===== src/rtl/led_matrix_scan_pkg.sv =====
// Shared flappy-bird display definitions: default field size, FSM encodings
// and the bitmap indexing convention used by the action and display stages.
package led_matrix_scan_pkg;

    localparam int GS_DEF = 8;

    typedef enum logic [1:0] {
        ST_IDLE     = 2'd0,
        ST_SCAN     = 2'd1,
        ST_DONE     = 2'd2,
        ST_WAIT_LOW = 2'd3
    } scan_state_t;

    typedef enum logic [1:0] {
        SEQ_INPUT   = 2'd0,
        SEQ_ACTION  = 2'd1,
        SEQ_DISPLAY = 2'd2
    } seq_state_t;

    // Pixel (row r, column c) lives at bit r*GS+c of the field bitmap.
    function automatic int pix_idx(input int r, input int c, input int gs);
        return r * gs + c;
    endfunction

endpackage


===== src/rtl/led_matrix_scan_dwell_timer.sv =====
// Per-row dwell counter. zero_o reports that the count loaded at the next
// edge is zero (blank slot); wrap_o pulses on the last count of a row.
module scan_dwell_timer #(
    parameter int DWELL_W = 14
) (
    input  logic clk_i,
    input  logic reset_i,
    input  logic clr_i,
    input  logic en_i,
    output logic zero_o,
    output logic wrap_o
);

    logic [DWELL_W-1:0] cnt_q;

    always_ff @(posedge clk_i) begin
        if (reset_i || clr_i) begin
            cnt_q <= '0;
        end else if (en_i) begin
            cnt_q <= cnt_q + 1'b1;
        end
    end

    assign wrap_o = en_i && (&cnt_q);
    assign zero_o = clr_i || wrap_o || (!en_i && (cnt_q == '0));

endmodule


===== src/rtl/led_matrix_scan.sv =====
// Row-multiplexed driver for the LED matrix: snapshots the field, scans it
// for FRAMES passes with a blank anti-ghosting slot per row, then pulses done.
module led_matrix_scan
    import led_matrix_scan_pkg::*;
#(
    parameter int GS      = GS_DEF,
    parameter int DWELL_W = 14,
    parameter int FRAMES  = 4
) (
    input  logic             clk_i,
    input  logic             reset_i,
    input  logic             e_disp_i,
    input  logic [GS*GS-1:0] matrix_i,
    output logic [GS-1:0]    col_val_o,
    output logic [GS-1:0]    row_val_o,
    output logic             d_disp_o
);

    localparam int ROW_W = (GS > 1) ? $clog2(GS) : 1;
    localparam int FRM_W = $clog2(FRAMES) + 1;

    scan_state_t        state_q, state_d;
    logic [ROW_W-1:0]   row_q, row_d;
    logic [FRM_W-1:0]   frame_q, frame_d;
    logic [GS*GS-1:0]   snap_q, snap_d;
    logic [GS-1:0]      row_oh_d, col_d;
    logic               done_d;
    logic               lit_d;
    logic               dwell_clr, dwell_en, dwell_zero, dwell_wrap;

    assign dwell_clr = (state_q == ST_IDLE) && e_disp_i;
    assign dwell_en  = (state_q == ST_SCAN);

    scan_dwell_timer #(
        .DWELL_W (DWELL_W)
    ) u_dwell (
        .clk_i   (clk_i),
        .reset_i (reset_i),
        .clr_i   (dwell_clr),
        .en_i    (dwell_en),
        .zero_o  (dwell_zero),
        .wrap_o  (dwell_wrap)
    );

    always_comb begin
        state_d = state_q;
        row_d   = row_q;
        frame_d = frame_q;
        snap_d  = snap_q;
        unique case (state_q)
            ST_IDLE: begin
                if (e_disp_i) begin
                    state_d = ST_SCAN;
                    row_d   = '0;
                    frame_d = '0;
                    snap_d  = matrix_i;
                end
            end
            ST_SCAN: begin
                if (!e_disp_i) begin
                    state_d = ST_IDLE;
                end else if (dwell_wrap) begin
                    if (row_q == ROW_W'(GS - 1)) begin
                        row_d   = '0;
                        frame_d = frame_q + 1'b1;
                        if (frame_q == FRM_W'(FRAMES - 1)) begin
                            state_d = ST_DONE;
                        end
                    end else begin
                        row_d = row_q + 1'b1;
                    end
                end
            end
            ST_DONE: begin
                state_d = ST_WAIT_LOW;
            end
            ST_WAIT_LOW: begin
                if (!e_disp_i) begin
                    state_d = ST_IDLE;
                end
            end
            default: begin
                state_d = ST_IDLE;
            end
        endcase
    end

    // Outputs are registered from the next-cycle slot so they line up with it.
    always_comb begin
        lit_d    = (state_d == ST_SCAN) && !dwell_zero;
        done_d   = (state_d == ST_DONE);
        row_oh_d = '0;
        col_d    = '0;
        if (lit_d) begin
            row_oh_d[row_d] = 1'b1;
            col_d           = snap_d[pix_idx(int'(row_d), 0, GS) +: GS];
        end
    end

    always_ff @(posedge clk_i) begin
        if (reset_i) begin
            state_q   <= ST_IDLE;
            row_q     <= '0;
            frame_q   <= '0;
            snap_q    <= '0;
            row_val_o <= '0;
            col_val_o <= '0;
            d_disp_o  <= 1'b0;
        end else begin
            state_q   <= state_d;
            row_q     <= row_d;
            frame_q   <= frame_d;
            snap_q    <= snap_d;
            row_val_o <= row_oh_d;
            col_val_o <= col_d;
            d_disp_o  <= done_d;
        end
    end

endmodule


===== config.mk =====
export PLATFORM = sky130hd
export DESIGN_NAME = led_matrix_scan
export DESIGN_NICKNAME = d
export VERILOG_FILES = /design/src/rtl/led_matrix_scan_pkg.sv /design/src/rtl/led_matrix_scan_dwell_timer.sv /design/src/rtl/led_matrix_scan.sv
export SDC_FILE = /design/constraint.sdc
export NUM_CORES = 1
export LEC_CHECK = 0
export ABC_AREA = 1
export BUFFER_PORTS_ARGS = -buffer_cell sky130_fd_sc_hd__buf_2
export CORE_MARGIN = 2
export CORE_UTILIZATION = 31
export DETAILED_ROUTE_END_ITERATION = 10
export GPL_TIMING_DRIVEN = 0
export REMOVE_ABC_BUFFERS = 1
export SYNTH_ARGS = -nofsm -noshare
export SYNTH_HDL_FRONTEND = slang
export SYNTH_SLANG_ARGS = --single-unit

===== constraint.sdc =====
create_clock -name clk_i -period 2.01 [get_ports clk_i]
set_input_delay 0.5025 -clock clk_i [delete_from_list [all_inputs] [get_ports clk_i]]
set_output_delay 0.5025 -clock clk_i [all_outputs]
set_load 0.02 [all_outputs]

==> flow_summary.yaml, run 1 <==
clock_tree:
  clk_latency_ps: 340
  cts_tree: "built"
  clockBufferDepth: 2
  clk_pin_slew_ps: 60
  numCtsBuffers: 9
  root_buffer: "clkbuf_16"
  clock_sinks: 103
  htree_levels: 3
die:
  fp.coreArea_sq_um: 14370
  io-pin-count: 84
  fp.dieH_microns: 124.8
  die-area_sq_um: 15570
  die-width_microns: 124.8
  start_util_pct: 31.48
  rows: 44
final_layout:
  area_growth_syn_to_layout_pct: 35.21
  fill_cells: 1409
  nets: 733
  layout_commonest_cell: "nor2_1"
  antennaDiodeCount: 0
  multi_input_area_sq_um: 2542
  drive_gt1_share_pct: 30.77
  final_cell_mix: "102 x nor2_1, 97 x dfxtp_1, 81 x buf_2"
  ff_latch_area_sq_um: 2074
  final_util_pct: 42.56
  final_cells: 847
placed_design:
  port-buffer-count: 83
  placed_cells: 799
  routabilityCongestion: 0.7864
  place_hpwl_mm: 7.338
  dp_slack_ps: -1013
yosys:
  ys_ff_latch: 103
  synthAdderAreaFrac_pct: 1.660
  async_flop_share_pct: 0
  yosysWarnings: 0
  seq_area_frac_synth_pct: 45.59
  synth_xor_area_share_pct: 0.7746
  synthTopCellsByArea: "dfxtp_1 46%, mux2i_1 14%, nor2_1 9.0%, nand2_1 7.1%, nand3_1 6.9%"
  syn_inst: 551
  synth_ff_type: "dfxtp_1"
  netlist_area_sq_um: 4523
  synth.distinct_cells: 33
  synth_top_family_by_area: "simple AND/OR/NAND/NOR gates"
  synth_edf_count: 0
  yosys.area_share.simple_pct: 28.44
  avgSynthCellArea_sq_um: 8.209
  synth_top_cell_area_share_pct: 45.59
  synth-compound-area-share_pct: 3.181
  synth_area_leader_cell: "dfxtp_1"
  synth.area.mux_share_pct: 13.72
route:
  drc_errors: 0
  postRouteAntennaNets: 0
  via_count: 3934
  drt_iter0_drc: 210
  wirelength_mm: 12.47
  via_per_inst: 4.645
  drtPass1Iterations: 4
  wl_per_cell_microns: 14.72
global_routing:
  grt_pass1_wl_mm: 19.74
  grt_max_degree: 75
  overflow: 0
  antenna_found_initial: 1
  grt_pass1_vias: 3889
  grt.total_usage_pct: 16.07
worst_setup_path:
  cp.required_ps: 2280
  worstSetupPathType: "flop to flop"
  crit_path_cell_trace: "ha_4, nand3_4, nor2_4, nand2_4, nor2_4, buf_6, nand3_4, buf_12, nand2_8, clkinv_8, nand2_4, nand3_2, nand2_2, nor2_2, nor2_1"
  startpoint_type: "flop"
  end_kind: "flop"
  critical_path_peak_fanout: 6
  arrival_ps: 2280
  cp_slowest_cell: "dfxtp_4"
  cpPeakStageDelay_ps: 360
timing:
  period_needed_ps: 2013
  finalSetupViolations: 1
  rsz0062_at_grt: "true"
  slew_viol_final: 0
  worst_pin_slew_ps: 796.8
  slew_headroom_pct: 46.88
  hold_viol_final: 0
  whs_ps: 417.2
  timing.final.crit_share_pct: 100.2
  final_critical_path_setup_slack_ps: -3.068
  fmax_mhz: 496.8
  final.setup.tns_ps: -3.068
  fin_worst_skew_ps: 3.924
power:
  pwr_density_cell_nw_per_um2: 705.8
  cellLeakagePower_uw: 0.002742
  ir_worst_vdd_v: 0.0004567
hold_path:
  hp-class: "primary input to flop"
flow_run:
  drv_cap: 0
run_status:
  outcome: "finished with violations"
  violations: "negative setup slack"
cells by family after synthesis:
| group | Yosys count |
|---|---|
| flops | 103 |
| compound gates | 26 |
| xor+xnor | 4 |
| mux | 62 |
| simple gates | 290 |
| fa+ha+maj | 6 |
| buf+inv | 60 |
worst max-delay path: cells and delay by family, from the launching register on:
kind	cells	cell delay, ps
buffers and inverters	3	380
flip-flops	1	360
adder cells (fa/ha/maj)	1	140
AND/OR/NAND/NOR	11	1070
cells in the mapped netlist, types with 2 or more instances:
library cell and n:
nor2_1 109, dfxtp_1 103, nand2_1 86, mux2i_1 62, nand3_1 62, inv_1 34, a21oi_1 13, clkbuf_1 10
buf_6 9, o21ai_0 9, nand2_2 7, ha_1 6, nor2_2 6, nand4_1 4, nor2_4 4, xor2_1 3
buf_2 2, inv_2 2, nand2_4 2, nor3b_1 2, nor4_1 2, o21a_1 2, or2_2 2
worst paths after layout:
path	start	to	slack, ps	cells past startpoint
max	u_dwell.cnt_q[0]	col_val_o[3]	-3	15
min reg2reg	frame_q[1]	frame_q[1]	480	2
max reg2reg	u_dwell.cnt_q[0]	col_val_o[3]	-3	15
min	matrix_i[22]	snap_q[22]	420	3
report_power, final:
| part | internal, uW | switching (uW) | total [uW] |
|---|---|---|---|
| combinational | 235 | 256 | 491 |
| clock | 963 | 713 | 1680 |
| sequential | 2120 | 26.7 | 2150 |
sequential cells by signal, indices dropped and copies added, names as in the netlist:
name	count
col_val_o	8
row_q	3
state_q	2
frame_q	3
row_val_o	8
d_disp_o	1
u_dwell.cnt_q	14
snap_q	64
repair_timing:
item                                    CTS  global route
hold buffers                              0             0
pin swaps                                17            23
cloned                                    8             1
buffers inserted                         20             5
endpoints found under the setup margin   39            23
gates resized for setup                  49            45
routing by layer:
metal | GRT usage (%) | wire [microns]
met4 | 4.362 | 125
met5 | 0 | 13
met2 | 26.33 | 5848
met1 | 20.69 | 5696
met3 | 4.639 | 784
area by class of cell:
cell class                 instances  share of cell area [%]
timing repair inverter             1                  0.1023
tap                              184                   3.764
clock buffer                      14                   4.644
timing repair buffer             112                   13.26
inverter                          38                   2.741
multi-input combinational        395                   41.57
sequential                       103                   33.92
stage by stage:
stage               total power, uW  area, sq um
CTS                            4352         5899
floorplan                      2471         4367
detailed placement             2614         5087
global route                   4515         6116
global placement               2629         5012
finish                         4317         6116
(Power assumes the default switching activity.)
==> run 2: changes to the inputs <==
Settings changed: MAX_ROUTING_LAYER set to met4, RECOVER_POWER set to 50.
==> flow_summary.yaml, run 2 (synthesis results as in run 1) <==
timing:
  final.setup.tns_ps: 0
  slew_headroom_pct: 46.71
  timing.final.crit_share_pct: 99.29
  fmax_mhz: 501.1
  period_needed_ps: 1996
  worst_pin_slew_ps: 799.3
  slew_viol_final: 0
  rsz0062_at_grt: "true"
  fin_worst_skew_ps: 3.809
  finalSetupViolations: 0
  hold_viol_final: 0
die:
  fp.coreArea_sq_um: 14370
  start_util_pct: 31.48
  io-pin-count: 84
  rows: 44
  die-area_sq_um: 15570
  die-width_microns: 124.8
  fp.dieH_microns: 124.8
worst_setup_path:
  worstSetupPathType: "flop to flop"
  rr_worst_depth: 15
  arrival_ps: 2270
  startpoint_type: "flop"
  cp.required_ps: 2280
  r2r_slack_ps: 10
  critical_path_peak_fanout: 6
  end_kind: "flop"
  crit_start: "u_dwell.cnt_q[0]"
  r2r-end: "col_val_o[3]"
  reg2reg_from: "u_dwell.cnt_q[0]"
  worstSetupEndpoint: "col_val_o[3]"
global_routing:
  globalRouteMet2Util_pct: 26.26
  antenna_found_initial: 1
  grt.total_usage_pct: 16.54
  use_met3_pct: 4.510
  grt_max_degree: 75
  grt_pass1_vias: 3890
  overflow: 0
  busiest_layer: "met2"
  gr-usage-met1_pct: 20.85
  grt_pass1_wl_mm: 19.73
power:
  ir_worst_vdd_v: 0.0004588
  pwr_density_cell_nw_per_um2: 710.1
  cellLeakagePower_uw: 0.002668
clock_tree:
  cts_tree: "built"
  clk_pin_slew_ps: 60
  htree_levels: 3
  clockBufferDepth: 2
  root_buffer: "clkbuf_16"
  clk_latency_ps: 340
  clock_sinks: 103
  numCtsBuffers: 9
hold_path:
  hp-class: "primary input to flop"
final_layout:
  nets: 733
  finish.instance_area_sq_um: 6092
  reg.largest.list: "snap_q x64, u_dwell.cnt_q x14"
  area_growth_syn_to_layout_pct: 34.69
  largest_reg_flops: 64
  regMostFlops: "snap_q"
  ff_latch_area_sq_um: 2077
  multi_input_area_sq_um: 2540
  final_cell_mix: "102 x nor2_1, 97 x dfxtp_1, 77 x nand2_1"
  layout_commonest_cell: "nor2_1"
  fill_cells: 1424
  drive_gt1_share_pct: 27.90
placed_design:
  place_hpwl_mm: 7.338
  dpl-instance-area_sq_um: 5087
  routabilityCongestion: 0.7973
  port-buffer-count: 83
run_status:
  outcome: "finished clean"
route:
  wirelength_mm: 12.67
  via_count: 3954
  drtPass1Iterations: 4
  via_per_inst: 4.663
  drc_errors: 0
  postRouteAntennaNets: 0
  wl_per_cell_microns: 14.94
  drt_iter0_drc: 236
flow_run:
  drv_cap: 0
run 2: cell types whose count changed in the layout (fill, tap and decap cells not counted), sizes merged:
cell	delta
clkinv	-1
inv	+1
clkbuf	+17
buf	-17
diode	+1
run 2: final cells by class:
class	instances	area share, %
diodes	1	0.04108
clock buffers	14	4.662
inverters	38	2.670
multi-input cells	395	41.69
flip-flops and latches	103	34.09
well taps	184	3.779
repair buffers	112	12.96
repair inverters	1	0.1027
run 2: critical path, cell delays in order, from the launching register on:
cell and delay, ps:
dfxtp_4 360, ha_4 140, nand3_4 90, nor2_4 120, nand2_4 90, nor2_4 170
buf_6 130, nand3_4 80, buf_12 160, nand2_8 140, inv_8 60, nand2_2 60
nand3_2 80, nand2_2 80, nor2_2 40, nor2_1 110
run 2: power by group:
group	leakage (uW)	total, uW	internal (uW)	switching (uW)
sequential	0.000845	2150	2120	27.0
combinational	0.00168	490	233	257
clock	0.000141	1690	963	724
run 2: layer usage:
metal | vias to the layer above | wire length (microns)
met1 | 1819 | 5813
met2 | 106 | 5855
met3 | 15 | 797
met4 | 0 | 206
met5 | - | 0
li1 | 2014 | -
run 2: worst min path at each step:
stage | slack, ps | cells after the start | to | startpoint
finish | 420 | 3 | snap_q[22] | matrix_i[22]
global route | 420 | 3 | snap_q[15] | matrix_i[15]
CTS | 410 | 3 | snap_q[22] | matrix_i[22]
detailed placement | 460 | 2 | frame_q[2] | frame_q[2]
global placement | 460 | 2 | frame_q[1] | frame_q[1]
floorplan | 440 | 2 | frame_q[1] | frame_q[1]
run 2: per-stage QoR:
stage	util [%]	instances	hold WS (ps)	setup WS (ps)	power, uW
after floorplan	-	529	443.0	-3672	2471
after global placement	34.88	796	461.7	-5855	2629
after detailed placement	35.41	799	463.0	-1013	2614
after CTS	41.06	841	410.5	5.280	4352
after global routing	42.40	848	421.1	-119.1	4513
final	42.40	848	415.4	14.24	4326
run 2: timing repair:
item                                    CTS  global route
endpoints found under the setup margin   39            23
gates resized for setup                  49            42
gates cloned                              8             1
setup buffers                            20             5
pin swaps                                17            24
hold buffers                              0             0
